===== config.mk =====
export PLATFORM = sky130hd
export DESIGN_NAME = comps_capture
export DESIGN_NICKNAME = d
export VERILOG_FILES = /design/src/rtl/comps_pkg.sv /design/src/rtl/comps_capture_debounce_cell.sv /design/src/rtl/comps_capture.sv
export SDC_FILE = /design/constraint.sdc
export NUM_CORES = 1
export LEC_CHECK = 0
export ABC_AREA = 1
export CAP_MARGIN = 20
export CORE_ASPECT_RATIO = 1.4
export CORE_UTILIZATION = 52
export DETAILED_ROUTE_END_ITERATION = 8
export HOLD_SLACK_MARGIN = 0.05
export PLACE_DENSITY = 0.74
export SYNTH_ARGS = -nofsm -noshare
export SYNTH_HDL_FRONTEND = slang
export SYNTH_HIERARCHICAL = 1
export SYNTH_SLANG_ARGS = --single-unit
export TNS_END_PERCENT = 10

===== constraint.sdc =====
create_clock -name clk -period 1.08 [get_ports clk]
set_clock_uncertainty 0.1 [all_clocks]
set_input_delay 0.108 -clock clk [delete_from_list [all_inputs] [get_ports clk]]
set_output_delay 0.108 -clock clk [all_outputs]
set_load 0.01 [all_outputs]

===== src/rtl/comps_pkg.sv =====
// Shared types and widths for the comparator-capture front end.
// No logic; constants and the capture FSM state type only.
// Imported by comps_capture.
package comps_pkg;

    localparam int N_COMPS = 5;
    localparam int N_RAW   = N_COMPS + 2;

    typedef enum logic {
        ST_OPEN   = 1'b0,
        ST_LOCKED = 1'b1
    } cap_state_t;

endpackage


===== src/rtl/comps_capture_debounce_cell.sv =====
// Two-flop synchroniser plus run-length debounce for one raw async level.
// Latency: 2 sync edges + DEBOUNCE_CYCLES edges of sustained mismatch.
// No backpressure; a mismatch shorter than DEBOUNCE_CYCLES is discarded.
module debounce_cell #(
    parameter int DEBOUNCE_CYCLES = 16
) (
    input  logic clk,
    input  logic rst_n,
    input  logic raw,
    output logic stable
);

    localparam int CNT_W = $clog2(DEBOUNCE_CYCLES);
    localparam logic [CNT_W-1:0] CNT_LAST = CNT_W'(DEBOUNCE_CYCLES - 1);

    logic             r_sync1;
    logic             r_sync2;
    logic             r_stable;
    logic [CNT_W-1:0] r_cnt;

    // Synchronise, then accept the new level only after DEBOUNCE_CYCLES consecutive mismatches.
    always_ff @(posedge clk) begin
        if (!rst_n) begin
            r_sync1  <= 1'b0;
            r_sync2  <= 1'b0;
            r_stable <= 1'b0;
            r_cnt    <= '0;
        end else begin
            r_sync1 <= raw;
            r_sync2 <= r_sync1;
            if (r_sync2 == r_stable) begin
                r_cnt <= '0;
            end else if (r_cnt == CNT_LAST) begin
                r_stable <= r_sync2;
                r_cnt    <= '0;
            end else begin
                r_cnt <= r_cnt + 1'b1;
            end
        end
    end

    assign stable = r_stable;

endmodule


===== src/rtl/comps_capture.sv =====
// Debounced switch capture feeding the 7-segment decoder: live or frozen snapshot.
// Latency: DEBOUNCE_CYCLES+3 edges from a held raw input to comps/locked.
// No backpressure; outputs are registered and held for the combinational decoder.
module comps_capture
    import comps_pkg::*;
#(
    parameter int DEBOUNCE_CYCLES = 16
) (
    input  logic               clk,
    input  logic               rst_n,
    input  logic [N_COMPS-1:0] sw_in,
    input  logic               btn_confirm,
    input  logic               btn_clear,
    output logic [N_COMPS-1:0] comps,
    output logic               locked,
    output logic               changed
);

    logic [N_RAW-1:0]   w_raw;
    logic [N_RAW-1:0]   w_stable;
    logic [N_COMPS-1:0] w_stable_sw;
    logic               w_confirm_p;
    logic               w_clear_p;
    logic               w_load;
    logic [N_COMPS-1:0] w_comps_nxt;

    cap_state_t         r_state;
    logic [N_COMPS-1:0] r_comps;
    logic               r_locked;
    logic               r_changed;
    logic               r_confirm_prev;
    logic               r_clear_prev;

    assign w_raw = {btn_clear, btn_confirm, sw_in};

    for (genvar g = 0; g < N_RAW; g++) begin : g_db
        debounce_cell #(
            .DEBOUNCE_CYCLES(DEBOUNCE_CYCLES)
        ) u_db (
            .clk   (clk),
            .rst_n (rst_n),
            .raw   (w_raw[g]),
            .stable(w_stable[g])
        );
    end

    assign w_stable_sw = w_stable[N_COMPS-1:0];
    assign w_confirm_p = w_stable[N_COMPS]   & ~r_confirm_prev;
    assign w_clear_p   = w_stable[N_COMPS+1] & ~r_clear_prev;

    // While open, or on the clear edge out of lock, comps tracks the debounced switches.
    assign w_load      = (r_state == ST_OPEN) | w_clear_p;
    assign w_comps_nxt = w_load ? w_stable_sw : r_comps;

    // Capture FSM with registered comps/locked/changed; clear beats a simultaneous confirm.
    always_ff @(posedge clk) begin
        if (!rst_n) begin
            r_state        <= ST_OPEN;
            r_comps        <= '0;
            r_locked       <= 1'b0;
            r_changed      <= 1'b0;
            r_confirm_prev <= 1'b0;
            r_clear_prev   <= 1'b0;
        end else begin
            r_confirm_prev <= w_stable[N_COMPS];
            r_clear_prev   <= w_stable[N_COMPS+1];
            r_comps        <= w_comps_nxt;
            r_changed      <= (w_comps_nxt != r_comps);
            case (r_state)
                ST_OPEN: begin
                    if (w_confirm_p && !w_clear_p) begin
                        r_state  <= ST_LOCKED;
                        r_locked <= 1'b1;
                    end
                end
                ST_LOCKED: begin
                    if (w_clear_p) begin
                        r_state  <= ST_OPEN;
                        r_locked <= 1'b0;
                    end
                end
                default: begin
                    r_state  <= ST_OPEN;
                    r_locked <= 1'b0;
                end
            endcase
        end
    end

    assign comps   = r_comps;
    assign locked  = r_locked;
    assign changed = r_changed;

endmodule


# ---- After elaboration in Yosys (flattened, before gate mapping)
# Cells that the tools add are included.
dict set report word_totals {
  romBits 0
  latchBits 0
  ram_bits 0
  elab_cells 96
  in_bits 9
  n_memories 0
  out_inout_bits 7
  reg_bits 59
}
dict set report op_classes {
  mul 0
  bitwise 14
  shift 0
  mux 7
  eq_ne 17
  n_div 0
  addsub 7
  magnitude_cmp 0
  n_reduce_logical 17
}
# operator n
set ops {}
lappend ops {{adder 4 x 1 -> 4 bit, second input constant} 7}
lappend ops {{== test 4 bit, second input constant} 7}
lappend ops {{OR reduction 3 bit} 7}
lappend ops {{AND reduction 2 bit} 8}
lappend ops {{NOT 1 bit} 11}
lappend ops {{== test 1 bit} 7}
lappend ops {{2-to-1 mux 5 bit} 1}
lappend ops {{!= test 5 bit} 1}
lappend ops {{2-to-1 mux 1 bit} 4}
lappend ops {{one-hot mux 1 bit (2 select lines)} 2}
lappend ops {{AND 1 bit} 2}
lappend ops {{!= test 2 x 1 -> 1 bit, second input constant} 1}
lappend ops {{!= test 2 bit, second input constant} 1}
lappend ops {{logical AND 1 bit} 1}
lappend ops {{logical NOT 1 bit} 1}
lappend ops {{bitwise OR 1 bit} 1}

# ---- Longest topological paths before layout
dict set report depth {
  word_depth 6
  mapped_depth 8
  depth_no_buf 7
}

# ---- Hierarchy
# The synthesis kept the hierarchy.
# module cells_each seq_area_each_um2 area_per_inst_um2 instances
set modules_own_cells {}
lappend modules_own_cells {debounce_cell 34 140.1 274.0 7}
lappend modules_own_cells {comps_capture 59 200.2 457.9 1}

# ---- Least setup slack after synthesis
# No wires, ideal clock.
dict set report synth_timing {
  path_type {register to register}
  startpoint {register g_db[6].u_db.r_stable}
  endpoint {register r_changed (netlist: changed)}
  slack_ns -0.055
  path_buffers 1
  arrival_ns 0.913
  synth_period_minus_slack_ns 1.135
  required_ns 0.858
  setup_time_ns 0.122
  stages_incl_launch_ff 8
  cell_sequence {dfxtp_1 nand2_2 nand2_2 buf_6 nand3_1 nand3_1 nor2_1 a21oi_2}
}
dict set report synth_via {
  elab_chain_cells 4
}
# element line_no
set synth_lines {}
lappend synth_lines {{start, declared} comps_capture_debounce_cell.sv:18} ;# logic r_stable;
lappend synth_lines {{start signal, assigned} comps_capture_debounce_cell.sv:34} ;# r_stable <= r_sync2;
lappend synth_lines {{AND 1 bit} comps_capture.sv:49} ;# assign w_clear_p = w_stable[N_COMPS+1] & ~r_clear_prev;
lappend synth_lines {{bitwise OR 1 bit} comps_capture.sv:52} ;# assign w_load = (r_state == ST_OPEN) | w_clear_p;
lappend synth_lines {{2-to-1 mux 5 bit} comps_capture.sv:53} ;# assign w_comps_nxt = w_load ? w_stable_sw : r_comps;
lappend synth_lines {{!= test 5 bit} comps_capture.sv:68} ;# r_changed <= (w_comps_nxt != r_comps);
lappend synth_lines {{end signal, assigned} comps_capture.sv:68}
lappend synth_lines {{end, declared} comps_capture.sv:30} ;# logic r_changed;
# No other way between the ends.
# A chain may end at the register's enable or synchronous reset.

# ---- Worst setup path after layout
dict set report layout_timing {
  startpoint {register r_clear_prev}
  endpoint {register r_changed (netlist: changed)}
}
dict set report layout_via {
  elab_chain_cells 5
}
# element line_no
set layout_lines {}
lappend layout_lines {{start, declared} comps_capture.sv:32} ;# logic r_clear_prev;
lappend layout_lines {{start signal, assigned} comps_capture.sv:66} ;# r_clear_prev <= w_stable[N_COMPS+1];
lappend layout_lines {{NOT 1 bit} comps_capture.sv:49}
lappend layout_lines {{AND 1 bit} comps_capture.sv:49}
lappend layout_lines {{bitwise OR 1 bit} comps_capture.sv:52}
lappend layout_lines {{2-to-1 mux 5 bit} comps_capture.sv:53}
lappend layout_lines {{!= test 5 bit} comps_capture.sv:68}
# No other way between the ends.

==> flow_summary_export.csv <==
group,metric,value,unit
worst_setup_path,cp-end-kind,"flop",
clock_network,cts.sinks,59,
routing,drc,0,
routing,drtIter0Drc,60,
sta,setup_violations,1,
clock_network,numCtsBuffers,9,
place,place_area,2770,um^2
routing,routed-wl-met3,159,um
worst_hold_path,holdCritPathClass,"primary input to flop",
yosys,synth.area.top_cells,"dfxtp_1 (50%), nor2_1 (9.0%), nand2_1 (8.7%)",
power,p_leak,1.38,nW
worst_setup_path,criticalPathCategory,"flop to flop",
die,dieArea,4850,um^2
die,io_pins,16,
worst_setup_path,r2r-start,"r_clear_prev",
clock_network,cts_root_buffer,"clkbuf_8",
routing,wl,4150,um
worst_setup_path,cp.arrival,1.28,ns
routing,routedWlPerCell,10.1,um
yosys,seq_area_frac_synth,49.7,%
clock_network,tritoncts,"done",
place,io_buffers,15,
sta,tightest_slew,0.308,ns
sta,fin_tns_setup,-0.0706,ns
worst_setup_path,cp-start-kind,"flop",
routing,wl_met1,1790,um
clock_network,clk_latency,0.34,ns
global_routing,grt_max_degree,13,
global_routing,grt_pass1_wl,6990,um
yosys,syn-instance-count,297,
sta,finalHoldViolations,0,
final_layout,drive_above_1_share,31.4,%
final_layout,diodes,0,
yosys,synth_top_cell_area_share,49.7,%
clock_network,cts.reportedPaths.clkPinSlew,0.07,ns
worst_setup_path,crit_fanout,8,
global_routing,track_usage,19.9,%
flow_run,max_cap_viol_count,0,
final_layout,nNetsFinal,364,
routing,vias_per_cell,4.71,
final_layout,fin_area,3040,um^2
power,powerDensity,1360,nW/um^2
global_routing,overflow,0,
global_routing,grt_pass1_vias,1760,
die,die_w,59.1,um
die,core,4310,um^2
global_routing,antenna_found_initial,0,
worst_setup_path,critPathRequiredTime,1.21,ns
sta,slew_headroom,79.5,%
place,gp_congestion,0.774,
routing,met2_wirelength,2110,um
run_status,violations,"setup timing",
routing,detail-route-antenna-nets,0,
yosys,syn-num-nets,313,
final_layout,syn2layout_area_growth,27.8,%
die,start_util,55.1,%
sta,max_freq,0.869,GHz
clock_network,hold_buffers,0,
place,dp.final_hpwl,2870,um
yosys,yosysTopAreaCell,"dfxtp_1",
sta,period_share,107,%
die,num_rows,28,
yosys,avgSynthCellArea,8.00,um^2
sta,finalCriticalPeriod,1.15,ns
clock_network,clock_path_buffers,2,
run_status,outcome,"finished with violations",
clock_network,htree_levels,3,
worst_setup_path,critPathLaunch,"r_clear_prev",
routing,detailroute.via_count,1945,
yosys,syn_area,2380,um^2
sta,rsz0062_at_grt,"true",
sta,whs,0.191,ns
sta,drv_slew,0,
yosys,ys_types,18,
power,vdd_drop_max,0.911,mV
worst_hold_path,hold_start,"btn_clear",
die,die_h,82.0,um
sta,layout_setup_ws,-0.0706,ns
yosys,ys_ff_latch,59,
yosys,yosysWarningCount,6,
routing,top_layer_used,"met4",
routing,firstDrtPassIters,4,
-- state kept, by name, summed over array words and instances, names as in the netlist --
signal / flops
locked: 1
g_db.u_db/r_sync2: 7
g_db.u_db/r_cnt: 28
comps: 5
r_confirm_prev: 1
g_db.u_db/r_sync1: 7
changed: 1
g_db.u_db/stable: 7
r_state: 1
r_clear_prev: 1
-- cell families after synthesis --
group | share of synthesized area, %
AO/OA/AOI/OAI | 2.69
XOR/XNOR | 2.58
adder cells (fa/ha/maj) | 3.69
buffers and inverters | 9.00
flip-flops | 49.7
AND/OR/NAND/NOR | 32.3
-- per-layer routing --
layer | GRT usage (%) | vias up
met4 | 15.0 | 0
li1 | - | 1024
met3 | 5.20 | 11
met1 | 20.2 | 873
met5 | 0 | -
met2 | 34.4 | 37
-- synth_stat cells (all sizes together) --
cell	instances
nor2	64
a21oi	3
nand4	7
ha	7
inv	52
dfxtp	59
a211oi	6
nand3b	5
nand3	28
buf	2
nand2	57
xnor2	7
-- worst max-delay path, cell delays in order (launching register included) --
cell and delay, ns:
dfxtp_2 0.32, inv_2 0.04, nand2_4 0.10, nand2_4 0.09, nand3_1 0.09, nand3_1 0.10
nor2_2 0.13, a21oi_2 0.06
-- through the flow --
stage | setup slack [ns] | power [mW] | utilization [%] | cells
detailed placement | -0.265 | 2.41 | 64.3 | 395
global placement | -0.239 | 2.40 | 64.3 | 395
finish | -0.0706 | 4.12 | 70.5 | 413
floorplan | -0.0373 | 2.33 | - | 297
CTS | -0.0483 | 4.18 | 68.7 | 413
global route | -0.131 | 4.29 | 70.5 | 413
-- placed cells by master (no fill, tap or decap) --
master	count
nand4_1	7
buf_2	7
clkbuf_8	11
ha_4	3
clkinv_2	4
buf_4	24
clkinvlp_4	1
inv_2	8
nor2_1	51
nand3b_1	5
a211oi_1	5
ha_2	4
a21oi_2	1
a21oi_1	2
nand3_1	14
xnor2_1	7
dfxtp_2	15
nand2_4	3
inv_1	44
a211oi_2	1
buf_6	2
dfxtp_1	44
nor2_2	13
nand2_1	55
nand3_2	14
clkdlybuf4s50_1	8
-- power breakdown --
| group | total [mW] | internal, mW | switching [mW] |
|---|---|---|---|
| Clock | 1.76 | 0.938 | 0.820 |
| Combinational | 0.138 | 0.0683 | 0.0692 |
| Sequential | 2.23 | 2.21 | 0.0180 |
| Total | 4.12 | 3.22 | 0.907 |
-- area by class of cell --
class,count,area (um^2)
clock buffer,11,151
clock inverter,5,27.5
fill,376,1270
inverter,52,195
multi-input combinational,185,1070
sequential,59,1200
tap,60,75.1
timing repair buffer,41,318
-- timing repair --
action | in CTS | in global routing
gates resized for setup | 37 | 28
setup buffers | 1 | 0
gates cloned | 1 | 0
setup endpoints to repair | 18 | 43
pin swaps | 3 | 8
-- worst paths after layout --
kind                     endpoint  slack, ns  cells past startpoint
min          g_db[6].u_db/r_sync1       0.19                      3
min reg2reg  g_db[0].u_db/r_sync2       0.31                      2
max                       changed      -0.07                      7
max reg2reg               changed      -0.07                      7
No activity file was read; power rests on OpenSTA's default activity.
